File: src/rtl/tdpu_acc_requant_pkg.sv
// Shared widths, activation range and FSM encoding for the TDPU accumulate/requantize stage.
package tdpu_acc_requant_pkg;
    localparam int PSUM_W  = 32;
    localparam int ACC_W   = 48;
    localparam int CNT_W   = 16;
    localparam int SCALE_W = 16;
    localparam int OUT_W   = 8;

    localparam int ACT_MAX = 127;
    localparam int ACT_MIN = -128;

    typedef enum logic [1:0] {ST_IDLE, ST_ACCUM, ST_SCALE, ST_OUTPUT} acc_state_t;
endpackage

File: src/rtl/tdpu_acc_requant_requant_unit.sv
// Combinational requantizer: acc * scale, round-half-up arithmetic shift, clamp to the activation range.
module requant_unit
    import tdpu_acc_requant_pkg::*;
#(
    parameter int A_W = ACC_W,
    parameter int S_W = SCALE_W,
    parameter int O_W = OUT_W
) (
    input  logic signed [A_W-1:0] acc,
    input  logic        [S_W-1:0] scale,
    input  logic        [4:0]     shift,
    output logic signed [O_W-1:0] data,
    output logic                  sat
);
    localparam int PROD_W = A_W + S_W + 1;

    logic signed [S_W:0]      scale_s;
    logic signed [PROD_W-1:0] prod;
    logic signed [PROD_W-1:0] rnd;
    logic signed [PROD_W-1:0] shr;

    always_comb begin
        scale_s = {1'b0, scale};
        prod    = PROD_W'(acc) * PROD_W'(scale_s);
        rnd     = '0;
        if (shift != 5'd0)
            rnd = PROD_W'(1) << (shift - 5'd1);
        shr  = (prod + rnd) >>> shift;
        sat  = 1'b0;
        data = shr[O_W-1:0];
        if (shr > PROD_W'(ACT_MAX)) begin
            data = O_W'(ACT_MAX);
            sat  = 1'b1;
        end else if (shr < PROD_W'(ACT_MIN)) begin
            data = O_W'(ACT_MIN);
            sat  = 1'b1;
        end
    end
endmodule

File: src/rtl/tdpu_acc_requant.sv
// Accumulates N partial sums per group, requantizes the total to a signed activation
// and hands it downstream over valid/ready.
module tdpu_acc_requant
    import tdpu_acc_requant_pkg::*;
#(
    parameter int P_W = PSUM_W,
    parameter int A_W = ACC_W,
    parameter int C_W = CNT_W,
    parameter int S_W = SCALE_W,
    parameter int O_W = OUT_W
) (
    input  logic                  i_clk,
    input  logic                  i_rst,
    input  logic        [C_W-1:0] i_cfg_chunks,
    input  logic        [S_W-1:0] i_cfg_scale,
    input  logic        [4:0]     i_cfg_shift,
    input  logic                  i_psum_valid,
    input  logic signed [P_W-1:0] i_psum,
    output logic                  o_psum_ready,
    output logic                  o_out_valid,
    output logic signed [O_W-1:0] o_out_data,
    input  logic                  i_out_ready,
    output logic                  o_busy,
    output logic                  o_sat,
    input  logic                  i_sat_clr
);
    acc_state_t             state, state_nxt;
    logic signed [A_W-1:0]  acc;
    logic        [C_W-1:0]  cnt, cnt_inc, n_lat, n_first;
    logic        [S_W-1:0]  scale_lat;
    logic        [4:0]      shift_lat;
    logic                   beat;
    logic signed [O_W-1:0]  rq_data;
    logic                   rq_sat;

    assign beat    = i_psum_valid & o_psum_ready;
    assign cnt_inc = cnt + C_W'(1);
    // A zero chunk count would never terminate the group, so it behaves as one.
    assign n_first = (i_cfg_chunks == '0) ? C_W'(1) : i_cfg_chunks;

    always_ff @(posedge i_clk or posedge i_rst) begin
        if (i_rst) state <= ST_IDLE;
        else       state <= state_nxt;
    end

    always_comb begin
        state_nxt = state;
        case (state)
            ST_IDLE:   if (beat) state_nxt = (n_first == C_W'(1)) ? ST_SCALE : ST_ACCUM;
            ST_ACCUM:  if (beat && cnt_inc == n_lat) state_nxt = ST_SCALE;
            ST_SCALE:  state_nxt = ST_OUTPUT;
            ST_OUTPUT: if (i_out_ready) state_nxt = ST_IDLE;
            default:   state_nxt = ST_IDLE;
        endcase
    end

    requant_unit #(.A_W(A_W), .S_W(S_W), .O_W(O_W)) u_requant (
        .acc   (acc),
        .scale (scale_lat),
        .shift (shift_lat),
        .data  (rq_data),
        .sat   (rq_sat)
    );

    // Ready is registered from the next state so it stays low through reset
    // and rises on the first edge after release.
    always_ff @(posedge i_clk or posedge i_rst) begin
        if (i_rst) begin
            o_psum_ready <= 1'b0;
            acc          <= '0;
            cnt          <= '0;
            n_lat        <= '0;
            scale_lat    <= '0;
            shift_lat    <= '0;
            o_out_data   <= '0;
            o_sat        <= 1'b0;
        end else begin
            o_psum_ready <= (state_nxt == ST_IDLE) || (state_nxt == ST_ACCUM);
            case (state)
                ST_IDLE: if (beat) begin
                    acc       <= A_W'(i_psum);
                    cnt       <= C_W'(1);
                    n_lat     <= n_first;
                    scale_lat <= i_cfg_scale;
                    shift_lat <= i_cfg_shift;
                end
                ST_ACCUM: if (beat) begin
                    acc <= acc + A_W'(i_psum);
                    cnt <= cnt_inc;
                end
                ST_SCALE: o_out_data <= rq_data;
                default: ;
            endcase
            if (state == ST_SCALE && rq_sat) o_sat <= 1'b1;
            else if (i_sat_clr)              o_sat <= 1'b0;
        end
    end

    assign o_out_valid = (state == ST_OUTPUT);
    assign o_busy      = (state != ST_IDLE);
endmodule

File: config.mk
export PLATFORM = sky130hd
export DESIGN_NAME = tdpu_acc_requant
export DESIGN_NICKNAME = d
export VERILOG_FILES = /design/src/rtl/tdpu_acc_requant_pkg.sv /design/src/rtl/tdpu_acc_requant_requant_unit.sv /design/src/rtl/tdpu_acc_requant.sv
export SDC_FILE = /design/constraint.sdc
export NUM_CORES = 2
export LEC_CHECK = 0
export ABC_AREA = 0
export BUFFER_PORTS_ARGS = -buffer_cell sky130_fd_sc_hd__buf_4
export CAP_MARGIN = 20
export CORE_MARGIN = 3
export CORE_UTILIZATION = 46
export DETAILED_ROUTE_END_ITERATION = 12
export PLACE_DENSITY_LB_ADDON = 0.05
export SLEW_MARGIN = 20
export SYNTH_ARGS = -nofsm -noshare
export SYNTH_HDL_FRONTEND = slang
export SYNTH_SLANG_ARGS = --single-unit
File: constraint.sdc
create_clock -name i_clk -period 9.5 [get_ports i_clk]
set_clock_uncertainty 0.2 [all_clocks]
set_input_delay 1.9 -clock i_clk [delete_from_list [all_inputs] [get_ports i_clk]]
set_output_delay 1.9 -clock i_clk [all_outputs]
set_load 0.02 [all_outputs]
==> run summary <==
Clocking
- **Clk Latency, worst-skew pair** 530 ps
- **clock root buffer master** clkbuf_16
- **clock-pin slew of the registers on the worst-case setup and hold paths** 110 ps
- **CTS H-tree depth** 4
- **clock sink count** 113
- **CTS Buffer Depth** 2
- **clock buffer count from CTS** 17
- **TritonCTS clock tree** done

Drt
- **DRT Wirelength** 140000 µm
- **violation count after the first detailed-route iteration** 2763
- **average detailed-routed wire length per instance** 21.3 µm
- **per-cell via count in the routed design** 5.66
- **number of optimization iterations in the first detailed-route pass** 5
- **DRC violation count after routing** 0
- **antenna viol nets, final** 0
- **vias after detailed routing** 37.4k

Global routing
- **vias in the first global route** 38.9k
- **first-pass GRT wire length** 225000 µm
- **overall overflow remaining after global route** 0
- **initial antenna violation count** 4
- **aggregate global-route resource usage** 0.304
- **maximum number of pins on one net before global-route repair** 68

Cells and area
- **non-filler instance count after layout** 6594
- **fill cell total of the finished layout** 8776
- **fraction of layout cells with a size suffix above 1** 0.179
- **number of nets in the layout** 6438
- **area added between synthesis and finish** 16.4%

Placed design
- **number of cells in the design after placement** 6549
- **port bufs** 85
- **weighted congestion at the end of routability-driven global placement** 0.982
- **detailed placement HPWL** 117000 µm

Timing
- **highest attainable clock frequency** 109 MHz
- **Final Hold Fails** 0
- **final critical-path share of the clock period** 0.968
- **final setup violation count** 0
- **final slew viol count** 0
- **Max transition margin** 0.256
- **Fin Hold WS** 329 ps
- **Least-Margin Pin Slew** 1090 ps
- **final critical-path required period** 9200 ps

Logic synthesis
- **Mapped Avg Cell Area** 8.33 µm²
- **count of cell types in the netlist** 105
- **number of instances in the synthesized netlist** 5032
- **Post-synth EDFFs** 0
- **top cells by area in the synthesized netlist** fa_1, and2_1, inv_1
- **count leader, synth** inv_1
- **share of the synthesized area in the top cell type** 0.356
- **synthesized flop and latch total** 113
- **dominant register cell in the synthesized netlist** dfrtp_1
- **Warnings, synthesis** 0
- **proportion of synthesized chip area in sequential cells** 0.0674
- **ys async rst share** 1.00
- **most used standard cells in the synthesized netlist** inv_1, fa_1, nand2_1, and2_1, nor2_1
- **syn nets** 6066
- **combined area of all synthesized cells** 41900 µm²
- **top cell type by total area after synthesis** fa_1

Die
- **Core Area** 90100 µm²
- **number of I/O pins** 86
- **site row count** 110
- **width of the die** 308 µm
- **starting density of the core** 0.465
- **DIE HEIGHT** 308 µm
- **DIE AREA** 94800 µm²

Setup path
- **category of the worst setup path launch point** flop
- **slowest stage cell on the critical path** fa_1
- **critical path type** reg2reg
- **type of destination of the critical path** flop
- **CP max FO** 30
- **Register-to-Register Setup Slack** 300 ps
- **data required time of the worst path** 9740 ps
- **CP most frequent cell** buf_4
- **arrival time of the worst setup path** 9440 ps
- **delay of the slowest cell on the worst path** 560 ps

Worst hold path
- **worst hold path type** reg2reg

Run status
- **run status** finished, final reports clean

Flow run
- **max-capacitance violation count** 0

logic make-up after synthesis:
logic type      share of synthesized area
simple gates                        0.206
buf+inv                            0.0952
other cells                     0.0000894
mux                                0.0348
xor+xnor                           0.0230
flops                              0.0674
fa+ha+maj                           0.420
compound gates                      0.154
routing by layer:
layer / track usage / routed length (µm) / up-vias
li1: - / - / 17225
met5: 0 / 13 / -
met3: 0.0312 / 6710 / 188
met4: 0.0900 / 4100 / 2
met1: 0.412 / 61800 / 18920
met2: 0.517 / 67500 / 1017
area by class of cell:
cell class	instances	area, µm²	area share
well taps	1176	1470	0.0302
multi-input cells	3863	35900	0.736
repair buffers	644	5090	0.104
diodes	1	2.50	0.0000513
flip-flops and latches	113	2860	0.0586
clock buffers	18	439	0.00900
inverters	765	2880	0.0590
clock inverters	14	145	0.00297
critical path: cells and delay by family, from the launching register on:
family,cells,cell delay [ps]
AOI/OAI and AO/OA,10,2450
adders and majority gates,7,3380
buffers and inverters,10,1580
DFF,1,450
muxes,1,160
and+or+nand+nor,5,840
path summary, 6_finish.rpt:
check | endpoint | cells after the start | start
max in group asynchronous | acc[47] | 3 | i_rst
hold / removal | o_out_data[7] | 1 | o_out_data[7]
min in group asynchronous | acc[1] | 2 | i_rst
hold reg to reg | o_out_data[7] | 1 | o_out_data[7]
setup / recovery | o_out_data[5] | 33 | scale_lat[2]
setup reg to reg | o_out_data[5] | 33 | scale_lat[2]
sequential cells by signal (all words and copies together) (netlist names):
register and count:
o_out_data 8, scale_lat 16, o_psum_ready 1, acc 48, cnt 16, state 2, o_sat 1, shift_lat 5
n_lat 16
layout by cell type (no fill, tap or decap), drive strengths merged, types with 21 or more instances in the layout:
master  synthesis  final
dfrtp         113    113
xor2           35     35
nor4           22     22
o22ai          31     31
nand2         577    577
mux2           62     62
o21ai         217    217
a31oi          23     23
o21a           45     45
a21oi         209    209
nand3          62     62
nor3           78     78
inv           765    773
fa            745    745
mux2i          44     44
a211oi         67     67
or3            27     27
a21o           54     54
xnor2          75     75
o31ai          25     25
and3           37     37
ha            215    215
a211o          21     21
o211ai         46     46
and2          492    492
nand4          51     51
nor2          265    265
or2            24     24
buf            40    644
repair_timing:
item	4_1_cts	5_1_grt
resized for setup	9	182
pin swaps	1	29
setup endpoints to repair	8	8
buffers inserted	1	12
hold buffers	0	0
through the flow:
| stage | setup slack, ps | utilization | TNS [ps] | area (µm²) |
|---|---|---|---|---|
| final | 301 | 0.541 | 0 | 48800 |
| after global placement | -255 | 0.524 | -1750 | 47300 |
| after floorplan | 616 | - | 0 | 41900 |
| after detailed placement | -207 | 0.524 | -1350 | 47300 |
| after global routing | -22.6 | 0.541 | -53.3 | 48800 |
| after CTS | 19.1 | 0.531 | 0 | 47900 |
Power is not shown: default switching activity piles up to over one toggle a cycle in this logic, so the estimate is an artifact.
